<file path="config.mk">
export PLATFORM = sky130hd
export DESIGN_NAME = datamem_arbiter_flat
export DESIGN_NICKNAME = d
export VERILOG_FILES = /design/src/rtl/datamem_arbiter_if.sv /design/src/rtl/datamem_arbiter.sv /design/src/flat_wrapper.sv
export SDC_FILE = /design/constraint.sdc
export NUM_CORES = 1
export LEC_CHECK = 0
export CAP_MARGIN = 15
export CORE_MARGIN = 3
export CORE_UTILIZATION = 41
export CTS_CLUSTER_SIZE = 8
export DETAILED_ROUTE_END_ITERATION = 12
export GPL_ROUTABILITY_DRIVEN = 0
export PLACE_DENSITY = 0.81
export SLEW_MARGIN = 20
export SYNTH_ARGS = -nofsm -noshare
export SYNTH_HDL_FRONTEND = slang
export SYNTH_SLANG_ARGS = --single-unit
</file>
<file path="constraint.sdc">
create_clock -name clk -period 3.1 [get_ports clk]
set_clock_uncertainty 0.05 [all_clocks]
set_input_delay 0.93 -clock clk [delete_from_list [all_inputs] [get_ports clk]]
set_output_delay 0.93 -clock clk [all_outputs]
set_load 0.05 [all_outputs]
</file>
<file path="src/rtl/datamem_arbiter_if.sv">
// Bus bundle between the two data-memory requesters, the arbiter and the single-port datamem array.
// Requester handshake: reqN is raised with weN/addrN/wdataN and held until ackN, a one-cycle completion pulse; fields are sampled only when the arbiter grants.
interface datamem_arbiter_if #(
  parameter int AW = 16,
  parameter int DW = 16
);
  logic          req0;
  logic          we0;
  logic [AW-1:0] addr0;
  logic [DW-1:0] wdata0;
  logic          ack0;
  logic          req1;
  logic          we1;
  logic [AW-1:0] addr1;
  logic [DW-1:0] wdata1;
  logic          ack1;
  logic [DW-1:0] rdata;
  logic          busy;
  logic          owner;
  logic          mem_en;
  logic          mem_we;
  logic [AW-1:0] mem_addr;
  logic [DW-1:0] mem_wdata;
  logic [DW-1:0] mem_rdata;
  logic [1:0]    dbg_state;

  modport slave (
    input  req0, we0, addr0, wdata0, req1, we1, addr1, wdata1, mem_rdata,
    output ack0, ack1, rdata, busy, owner, mem_en, mem_we, mem_addr, mem_wdata, dbg_state
  );

  modport master (
    output req0, we0, addr0, wdata0, req1, we1, addr1, wdata1, mem_rdata,
    input  ack0, ack1, rdata, busy, owner, mem_en, mem_we, mem_addr, mem_wdata, dbg_state
  );
endinterface

</file>
<file path="src/rtl/datamem_arbiter.sv">
// Round-robin arbiter sharing the single-port data memory between the load/store unit (port 0)
// and the host loader (port 1); one access at a time, registered outputs, RDLAT-cycle read wait.
module datamem_arbiter #(
  parameter int AW    = 16,
  parameter int DW    = 16,
  parameter int RDLAT = 1
) (
  input  logic              clk,
  input  logic              reset,
  datamem_arbiter_if.slave  bus
);

  typedef enum logic [1:0] {IDLE, ISSUE, WAIT, DONE} state_t;

  state_t        state;
  state_t        state_n;
  logic          last;
  logic [2:0]    cnt;
  logic          gnt;
  logic          gnt_we;
  logic [AW-1:0] gnt_addr;
  logic [DW-1:0] gnt_wdata;

  assign bus.dbg_state = state;

  // On a tie the port that was not served last wins.
  always_comb begin
    gnt       = (bus.req0 && bus.req1) ? ~last : bus.req1;
    gnt_we    = gnt ? bus.we1    : bus.we0;
    gnt_addr  = gnt ? bus.addr1  : bus.addr0;
    gnt_wdata = gnt ? bus.wdata1 : bus.wdata0;
    state_n   = state;
    case (state)
      IDLE:    if (bus.req0 || bus.req1) state_n = ISSUE;
      ISSUE:   state_n = bus.mem_we ? DONE : WAIT;
      WAIT:    if (cnt == 3'd0) state_n = DONE;
      DONE:    state_n = IDLE;
      default: state_n = IDLE;
    endcase
  end

  always_ff @(posedge clk or negedge reset) begin
    if (!reset) state <= IDLE;
    else        state <= state_n;
  end

  // Outputs are loaded from the next state so every one of them leaves a flop.
  always_ff @(posedge clk or negedge reset) begin
    if (!reset) begin
      bus.ack0      <= 1'b0;
      bus.ack1      <= 1'b0;
      bus.rdata     <= '0;
      bus.busy      <= 1'b0;
      bus.owner     <= 1'b0;
      bus.mem_en    <= 1'b0;
      bus.mem_we    <= 1'b0;
      bus.mem_addr  <= '0;
      bus.mem_wdata <= '0;
      last          <= 1'b1;
      cnt           <= 3'd0;
    end else begin
      bus.mem_en <= (state_n == ISSUE);
      bus.busy   <= (state_n != IDLE);
      bus.ack0   <= (state_n == DONE) && !bus.owner;
      bus.ack1   <= (state_n == DONE) &&  bus.owner;
      if (state == IDLE && state_n == ISSUE) begin
        bus.owner     <= gnt;
        bus.mem_we    <= gnt_we;
        bus.mem_addr  <= gnt_addr;
        bus.mem_wdata <= gnt_wdata;
      end
      if (state == ISSUE)     cnt <= 3'(RDLAT - 1);
      else if (state == WAIT) cnt <= cnt - 3'd1;
      if (state == WAIT && cnt == 3'd0) bus.rdata <= bus.mem_rdata;
      if (state == DONE) last <= bus.owner;
    end
  end

endmodule

</file>
<file path="src/flat_wrapper.sv">
// flat-port wrapper written by rule: the top's interface ports become plain ports
module datamem_arbiter_flat 
#(
  parameter int AW    = 16,
  parameter int DW    = 16,
  parameter int RDLAT = 1
)
  (clk, reset, bus_req0, bus_we0, bus_addr0, bus_wdata0, bus_req1, bus_we1, bus_addr1, bus_wdata1, bus_mem_rdata, bus_ack0, bus_ack1, bus_rdata, bus_busy, bus_owner, bus_mem_en, bus_mem_we, bus_mem_addr, bus_mem_wdata, bus_dbg_state);
  datamem_arbiter_if #(.AW(AW), .DW(DW)) bus_i ();
  input  logic clk;
  input  logic reset;
  input wire logic [$bits(bus_i.req0)-1:0] bus_req0;
  input wire logic [$bits(bus_i.we0)-1:0] bus_we0;
  input wire logic [$bits(bus_i.addr0)-1:0] bus_addr0;
  input wire logic [$bits(bus_i.wdata0)-1:0] bus_wdata0;
  input wire logic [$bits(bus_i.req1)-1:0] bus_req1;
  input wire logic [$bits(bus_i.we1)-1:0] bus_we1;
  input wire logic [$bits(bus_i.addr1)-1:0] bus_addr1;
  input wire logic [$bits(bus_i.wdata1)-1:0] bus_wdata1;
  input wire logic [$bits(bus_i.mem_rdata)-1:0] bus_mem_rdata;
  output wire logic [$bits(bus_i.ack0)-1:0] bus_ack0;
  output wire logic [$bits(bus_i.ack1)-1:0] bus_ack1;
  output wire logic [$bits(bus_i.rdata)-1:0] bus_rdata;
  output wire logic [$bits(bus_i.busy)-1:0] bus_busy;
  output wire logic [$bits(bus_i.owner)-1:0] bus_owner;
  output wire logic [$bits(bus_i.mem_en)-1:0] bus_mem_en;
  output wire logic [$bits(bus_i.mem_we)-1:0] bus_mem_we;
  output wire logic [$bits(bus_i.mem_addr)-1:0] bus_mem_addr;
  output wire logic [$bits(bus_i.mem_wdata)-1:0] bus_mem_wdata;
  output wire logic [$bits(bus_i.dbg_state)-1:0] bus_dbg_state;
  assign bus_i.req0 = bus_req0;
  assign bus_i.we0 = bus_we0;
  assign bus_i.addr0 = bus_addr0;
  assign bus_i.wdata0 = bus_wdata0;
  assign bus_i.req1 = bus_req1;
  assign bus_i.we1 = bus_we1;
  assign bus_i.addr1 = bus_addr1;
  assign bus_i.wdata1 = bus_wdata1;
  assign bus_i.mem_rdata = bus_mem_rdata;
  assign bus_ack0 = bus_i.ack0;
  assign bus_ack1 = bus_i.ack1;
  assign bus_rdata = bus_i.rdata;
  assign bus_busy = bus_i.busy;
  assign bus_owner = bus_i.owner;
  assign bus_mem_en = bus_i.mem_en;
  assign bus_mem_we = bus_i.mem_we;
  assign bus_mem_addr = bus_i.mem_addr;
  assign bus_mem_wdata = bus_i.mem_wdata;
  assign bus_dbg_state = bus_i.dbg_state;
  datamem_arbiter #(.AW(AW), .DW(DW), .RDLAT(RDLAT)) u_core (.clk(clk), .reset(reset), .bus(bus_i));
endmodule
</file>
=== Word-level counts from Yosys, hierarchy flattened ===
Index checks and enable logic that the tools add are counted.

* Bitwise operators: 1
* $add $sub $neg: 1
* Reductions and logical operators: 11
* Eq/ne operators: 5
* Multiplexer cells: 10

{| class="wikitable"
|+ Operator list
! operator !! number
|-
| 16-bit 2-to-1 mux || 2
|-
| 2-bit one-hot mux with 4 select lines || 1
|-
| 2-bit == test, second input constant || 3
|-
| 3-bit 2-to-1 mux || 2
|-
| 1-bit logical AND || 5
|-
| 2-bit by 1-bit == test with 1-bit output, second input constant || 2
|-
| 2-bit 2-to-1 mux || 2
|-
| 2-bit nonzero test || 2
|-
| 3-bit zero test || 1
|-
| 1-bit 2-to-1 mux || 3
|-
| 3-bit by 1-bit subtractor with 3-bit output, second input constant || 1
|-
| 2-bit zero test || 1
|-
| 1-bit zero test || 1
|-
| 1-bit logical OR || 1
|-
| 1-bit NOT || 1
|}

* Bits of input ports: 86
* Bits in registers: 60

=== Longest topological paths before layout ===
Gate-level depths: netlist of the first run.

* Depth after elaboration: 5
* Mapped depth: 7

=== Least setup slack after synthesis of the first run ===
Ideal clock, no wire load.

* Kind: flip-flop to flip-flop
* Start: register u_core.state[0], in the netlist u_core.bus.dbg_state[0]
* End: register u_core.bus.mem_addr[0]
* Buffers on the path: 2
* Cell stages (with the launch flop): 8
* Data arrival time: 2413 ps
* Setup slack: 512 ps
* Data required time: 2925 ps
* Period minus slack after synthesis: 2588 ps
* Path through: dfrtp_1 inv_1 ha_1 clkbuf_2 nand2b_1 a211oi_4 buf_6 mux2_4

* Cells in the longest elaborated chain, start to end: 4

{| class="wikitable"
|+ Ends and longest elaborated chain
! what !! RTL line !! RTL
|-
| start: declaration || datamem_arbiter.sv:15 || <nowiki>state_t state;</nowiki>
|-
| start signal: assignment || datamem_arbiter.sv:44 || <nowiki>else state <= state_n;</nowiki>
|-
| 2-bit == test, or another cell as far along || datamem_arbiter.sv:33 || <nowiki>case (state)</nowiki>
|-
| 2-bit one-hot mux with 4 select lines (*) || datamem_arbiter.sv:33 ||
|-
| net u_core.state_n[1] || datamem_arbiter.sv:16 || <nowiki>state_t state_n;</nowiki>
|-
| 2-bit by 1-bit == test with 1-bit output (*) || datamem_arbiter.sv:66 || <nowiki>if (state == IDLE && state_n == ISSUE) begin</nowiki>
|-
| 1-bit logical AND (*) || datamem_arbiter.sv:66 ||
|-
| end signal: assignment || datamem_arbiter.sv:69 || <nowiki>bus.mem_addr <= gnt_addr;</nowiki>
|-
| end: declaration || datamem_arbiter_if.sv:29 || <nowiki>output ack0, ack1, rdata, busy, owner, mem_en, mem_we, mem_addr, mem_wdata, dbg_state</nowiki>
|}

The timed path passes the listed nets; every way through them passes the cells marked *.
A chain may end at the register's enable or synchronous reset.

=== Final worst setup path of the first run ===
* Start: register u_core.state[0], in the netlist u_core.bus.dbg_state[0]
* End: output port bus_dbg_state[0]

{| class="wikitable"
|+ RTL lines
! what !! RTL line !! RTL
|-
| end: declaration || flat_wrapper.sv:30 || <nowiki>output wire logic [$bits(bus_i.dbg_state)-1:0] bus_dbg_state;</nowiki>
|}

No word-level cell between the ends.

==> results of run 1 <==
logic make-up (layout without fill, tap and decap cells):
logic type | Yosys count | after routing
compound gates | 7 | 7
fa+ha+maj | 7 | 7
buf+inv | 13 | 166
flops | 60 | 60
mux | 85 | 85
simple gates | 10 | 10
final timing paths:
check | startpoint | endpoint | slack (ns) | depth (start not counted)
worst max-delay path | u_core.bus.dbg_state[0] | bus_dbg_state[0] | 0.46 | 1
worst min-delay path | u_core.cnt[2] | u_core.cnt[2] | 0.44 | 1
worst max register to register | u_core.bus.dbg_state[0] | u_core.bus.mem_addr[4] | 0.65 | 6
worst min register to register | u_core.cnt[2] | u_core.cnt[2] | 0.44 | 1
max in group asynchronous | reset | u_core.last | 1.71 | 2
min in group asynchronous | reset | u_core.bus.mem_wdata[2] | 0.59 | 1
worst register-to-register path, stage by stage (launching register included):
cell	delay, ns
dfrtp_1	0.48
inv_1	0.13
ha_1	0.42
nand2b_1	0.23
a211oi_4	0.29
buf_4	0.36
mux2_2	0.38
stage by stage:
stage / instance area, um^2 / utilization, %
after floorplan: 2890 / -
after global placement: 4430 / 67.0
after detailed placement: 4430 / 67.0
after CTS: 4620 / 69.9
after global routing: 4620 / 69.9
final: 4620 / 69.9
flip-flops by register name, indices dropped and copies added (netlist names), 2 cells and up:
| signal | count |
|---|---|
| u_core.bus.mem_addr | 16 |
| u_core.bus.mem_wdata | 16 |
| u_core.bus.rdata | 16 |
| u_core.cnt | 3 |
| u_core.bus.dbg_state | 2 |
report_power, final:
part	switching, mW	total [mW]	leakage [nW]	internal, mW
Sequential	0.223	1.42	0.704	1.20
Clock	0.285	0.662	0.0997	0.377
Combinational	1.95	3.41	1.14	1.46
Total	2.46	5.50	1.94	3.04
cell usage after synthesis:
| cell | instances | area (um^2) |
|---|---|---|
| or2b_1 | 1 | 7.51 |
| o22ai_1 | 1 | 6.26 |
| mux2_2 | 54 | 608 |
| and2b_2 | 1 | 8.76 |
| nand2b_1 | 1 | 6.26 |
| dfstp_2 | 1 | 26.3 |
| nand3b_1 | 2 | 15.0 |
| nand2_1 | 1 | 3.75 |
| buf_2 | 4 | 20.0 |
| mux2_4 | 30 | 450 |
| a21oi_1 | 1 | 5.00 |
| buf_6 | 4 | 45.0 |
| dfrtp_1 | 59 | 1480 |
| mux2i_1 | 1 | 10.0 |
| a21boi_2 | 1 | 11.3 |
| a221oi_2 | 1 | 15.0 |
| ha_1 | 7 | 87.6 |
| nor4b_2 | 1 | 15.0 |
| or2_2 | 1 | 6.26 |
| and3_2 | 1 | 7.51 |
| inv_1 | 4 | 15.0 |
| clkbuf_2 | 1 | 5.00 |
| and3b_2 | 1 | 10.0 |
| o21ai_0 | 2 | 10.0 |
| a211oi_4 | 1 | 20.0 |
area by class of cell:
class	instances	area (um^2)
Fill cell	506	1990
Clock inverter	1	5.00
Inverter	4	15.0
Timing Repair Buffer	146	1480
Clock buffer	15	186
Tap cell	93	116
Sequential cell	60	1500
Multi-Input combinational cell	109	1310
layer usage:
metal	GRT usage, %	up-vias	wire [um]
met4	5.10	0	82
li1	-	943	-
met3	6.93	9	485
met5	0	-	0
met2	32.0	73	3660
met1	20.9	979	2760
==> metrics, run 1 <==
first-pass GRT wire length 11700 um; drt first pass iters 3; Crit path arrival time 1.66 ns; antenna viol nets, final 0; crit-path max FO 6; CTS root buf clkbuf_8; Synth Area in XOR/XNOR 0%; number of global-route vias before repair 2226; WL/cell 16.3 um; post-CTS setup buffer count 0; H-tree Lvls 3; critical path's top delay family buffers and inverters; total die area 0.00810 mm^2; CTS tree yes; Setup WS pre-CTS 0.370 ns; fin. max-slew vios 0; Mapped Avg Cell Area 15.9 um^2; final setup vio count 0; Yosys cell types 25; Vias/cell 4.68; initial antenna violation count 0; largest family of logic cells by synthesized area multiplexers; post-synthesis sequential area ratio 52.0%; Num CTS Buffers 9; Hold Crit Class flop to flop; CP startpoint kind flop; number of placed I/O pins 142; final period utilization 85.3%; Slew headroom 52.3%; run status completed; static leakage 1.94 nW; die width 90.0 um; power per cell area 1190 mW/mm^2; Largest stage delay, worst path 0.85 ns; Worst-Margin Slew 0.716 ns; Layout Nets 423; Syn Inst Count 182; Period minus WS final 2.64 ns; detailed router's first-iteration violation count 26; Worst Path Required 2.12 ns; RSZ-0062 raised after global routing false; Yosys Warn Count 0; crit-path cells clkdlybuf4s50_1; core area 0.00660 mm^2; clock buffer depth 2; DP Cell Count 412; Diodes inserted 0; # hold bufs at CTS 0; WS Path Type flop to primary output; compound-gate portion of the synthesized area 2.34%; GRT Util Overall 18.3%; largest net degree at the start of global routing 35; dpl hpwl 5300 um; Port Buffers 141; Residual DRC 0; Worst Path Buf+Inv 1; setup ws final 0.455 ns; maximum vdd drop 0.821 mV; chip height 90.0 um; Syn Nets 275; total wire length 6990 um; synthesis-stage register bit count 60; total grt overflow 0; Final Hold Viols 0; Crit-path slowest cell clkdlybuf4s50_1; simple-gate portion of the synthesized area 2.77%; adder and majority gate portion of the synthesized area 3.03%; P&R area growth vs syn 59.7%; Post-CTS Resized 0; mux contribution to synthesized area 37.0%; Starting Density 43.8%; Hold Slack 0.439 ns; Worst-Skew Late Latency 0.33 ns; DR vias 2004; Critical Path Sink Type primary output; Post-Syn Area 0.00289 mm^2; MaxCap Viol Count 0; clock slew at the register clock pins of the worst setup and hold paths 0.06 ns; Peak Freq 378 MHz; Power, Total 5.50 mW; Sink Count 60; Non-Filler Instances 428; share of layout cells above drive strength 1 33.7%; Rows 29; most common cell after layout, fill and taps aside clkdlybuf4s50_1; most frequent cells in the layout clkdlybuf4s50_1 (140), dfrtp_1 (59), mux2_2 (54), mux2_4 (30), clkbuf_8 (13); setup_tns 0 ns
Note: power is estimated with default switching activity, not from simulation.
==> run 2, diff against run 1 <==
--- a/config.mk
+++ b/config.mk
@@ -6,6 +6,7 @@
 export NUM_CORES = 1
 export LEC_CHECK = 0
 export CAP_MARGIN = 15
+export CORE_ASPECT_RATIO = 0.5
 export CORE_MARGIN = 3
 export CORE_UTILIZATION = 41
 export CTS_CLUSTER_SIZE = 8
==> metrics, run 2 (synthesis results as in run 1) <==
run status completed; antenna viol nets, final 0 (unchanged); Peak Freq 376 MHz (-0.49%); final setup vio count 0 (unchanged); # hold bufs at CTS 0 (unchanged); Hold Crit Class flop to flop; Non-Filler Instances 420 (-1.9%); CTS root buf clkbuf_16; Seq pwr share 24.8% (-1.0 points); critical path's top delay family buffers and inverters; Sink Count 60 (unchanged); DR vias 2014 (+0.50%); Pint 3.28 mW (+8.1%); H-tree Lvls 3 (unchanged); static leakage 1.98 nW (+1.8%); Worst-Skew Late Latency 0.32 ns (about the same); total grt overflow 0 (unchanged); Diodes inserted 0 (unchanged); total die area 0.00816 mm^2 (+0.75%); final period utilization 85.7% (+0.42 points); Worst-Margin Slew 0.546 ns (-0.170 ns); MaxCap Viol Count 0 (unchanged); Levels on crit path 1 (unchanged); Final Hold Viols 0 (unchanged); Port Buffers 141 (unchanged); Worst Path Required 2.12 ns (about the same); Rows 20 (-31%); Layout Nets 423 (unchanged); crit-path cells clkdlybuf4s50_1; power per cell area 1240 mW/mm^2 (+4.4%); detailed router's first-iteration violation count 73 (+180%); Residual DRC 0 (unchanged); Largest stage delay, worst path 0.86 ns (about the same); first-pass GRT wire length 12400 um (+6.2%); Crit-path slowest cell clkdlybuf4s50_1; most common cell after layout, fill and taps aside clkdlybuf4s50_1; post-CTS setup buffer count 0 (unchanged); GRT Util Overall 19.5% (+1.2 points); fin. max-slew vios 0 (unchanged); largest net degree at the start of global routing 35 (unchanged); die width 125 um (+39%); Starting Density 45.0% (+1.2 points); Vias/cell 4.80 (+2.4%); Post-CTS Resized 0 (unchanged); clock slew at the register clock pins of the worst setup and hold paths 0.05 ns (about the same); share of layout cells above drive strength 1 33.7% (about the same); Slew headroom 63.5% (+11 points); Num CTS Buffers 9 (unchanged); initial antenna violation count 0 (unchanged); RSZ-0062 raised after global routing false; chip height 65.4 um (-27%); P_sw 2.54 mW (+3.2%); hold path cells 1 (unchanged); Regs by FF count u_core.bus.mem_addr (16), u_core.bus.mem_wdata (16), u_core.bus.rdata (16); WL/cell 18.0 um (+10%); setup_tns 0 ns (unchanged); Worst Path Buf+Inv 1 (unchanged); CP startpoint kind flop; Period minus WS final 2.66 ns (+0.0130 ns); crit-path max FO 6 (unchanged); DP Cell Count 407 (-1.2%); Crit path arrival time 1.68 ns (+0.02 ns); reg2reg path depth 6 (unchanged); P&R area growth vs syn 62.1%; WS Path Type flop to primary output; drt first pass iters 4 (+1); core area 0.00643 mm^2 (-2.6%); number of placed I/O pins 142 (unchanged); CTS tree yes; most frequent cells in the layout clkdlybuf4s50_1 (140), dfrtp_1 (59), mux2_2 (54), mux2_4 (30), clkbuf_16 (9); clock buffer depth 2 (unchanged); Combinational Power Share 59.0% (-3.1 points); dpl hpwl 5710 um (+7.8%); Critical Path Sink Type primary output; number of global-route vias before repair 2373 (+6.6%); Clk pwr share 16.2% (+4.1 points); Sw Share 43.6% (-1.1 points); maximum vdd drop 0.642 mV (-22%); total wire length 7580 um (+8.4%)
run 2: power by group through the flow:
stage	clock network [mW]	logic, mW	registers (mW)
global placement	0	3.38	1.43
finish	0.943	3.44	1.44
CTS	0.971	3.47	1.45
global route	1.01	3.58	1.50
detailed placement	0	3.44	1.44
floorplan	0	1.09	2.69
run 2: final timing paths:
path,from,endpoint,slack [ns]
setup / recovery,u_core.bus.dbg_state[0],bus_dbg_state[0],0.44
hold / removal,u_core.bus.rdata[2],u_core.bus.rdata[2],0.45
setup reg to reg,u_core.bus.dbg_state[0],u_core.bus.mem_addr[2],0.68
hold reg to reg,u_core.bus.rdata[2],u_core.bus.rdata[2],0.45
max in group asynchronous,reset,u_core.last,1.87
min in group asynchronous,reset,u_core.bus.mem_wdata[12],0.46
run 2: layout make-up:
cell class                 instances  area (um^2)
clock inverter                     3         40.0
timing repair buffer             146         1470
multi-input combinational        109         1310
fill                             431         1740
clock buffer                      10          239
sequential                        60         1500
tap                               88          110
inverter                           4         15.0
run 2: through the flow:
stage	cell area, um^2	util (%)	hold slack, ns	setup slack [ns]	power [mW]
floorplan	2890	-	0.398	0.512	3.78
global placement	4410	68.5	0.421	0.325	4.81
detailed placement	4410	68.5	0.444	0.282	4.89
CTS	4690	72.9	0.456	0.423	5.89
global route	4690	72.9	0.467	0.391	6.08
finish	4690	72.9	0.451	0.442	5.82
run 2: metal layers:
metal	wire length [um]	global-route usage, %
met5	0	0
met4	119	7.10
met3	182	4.22
met2	4490	38.2
met1	2790	21.0
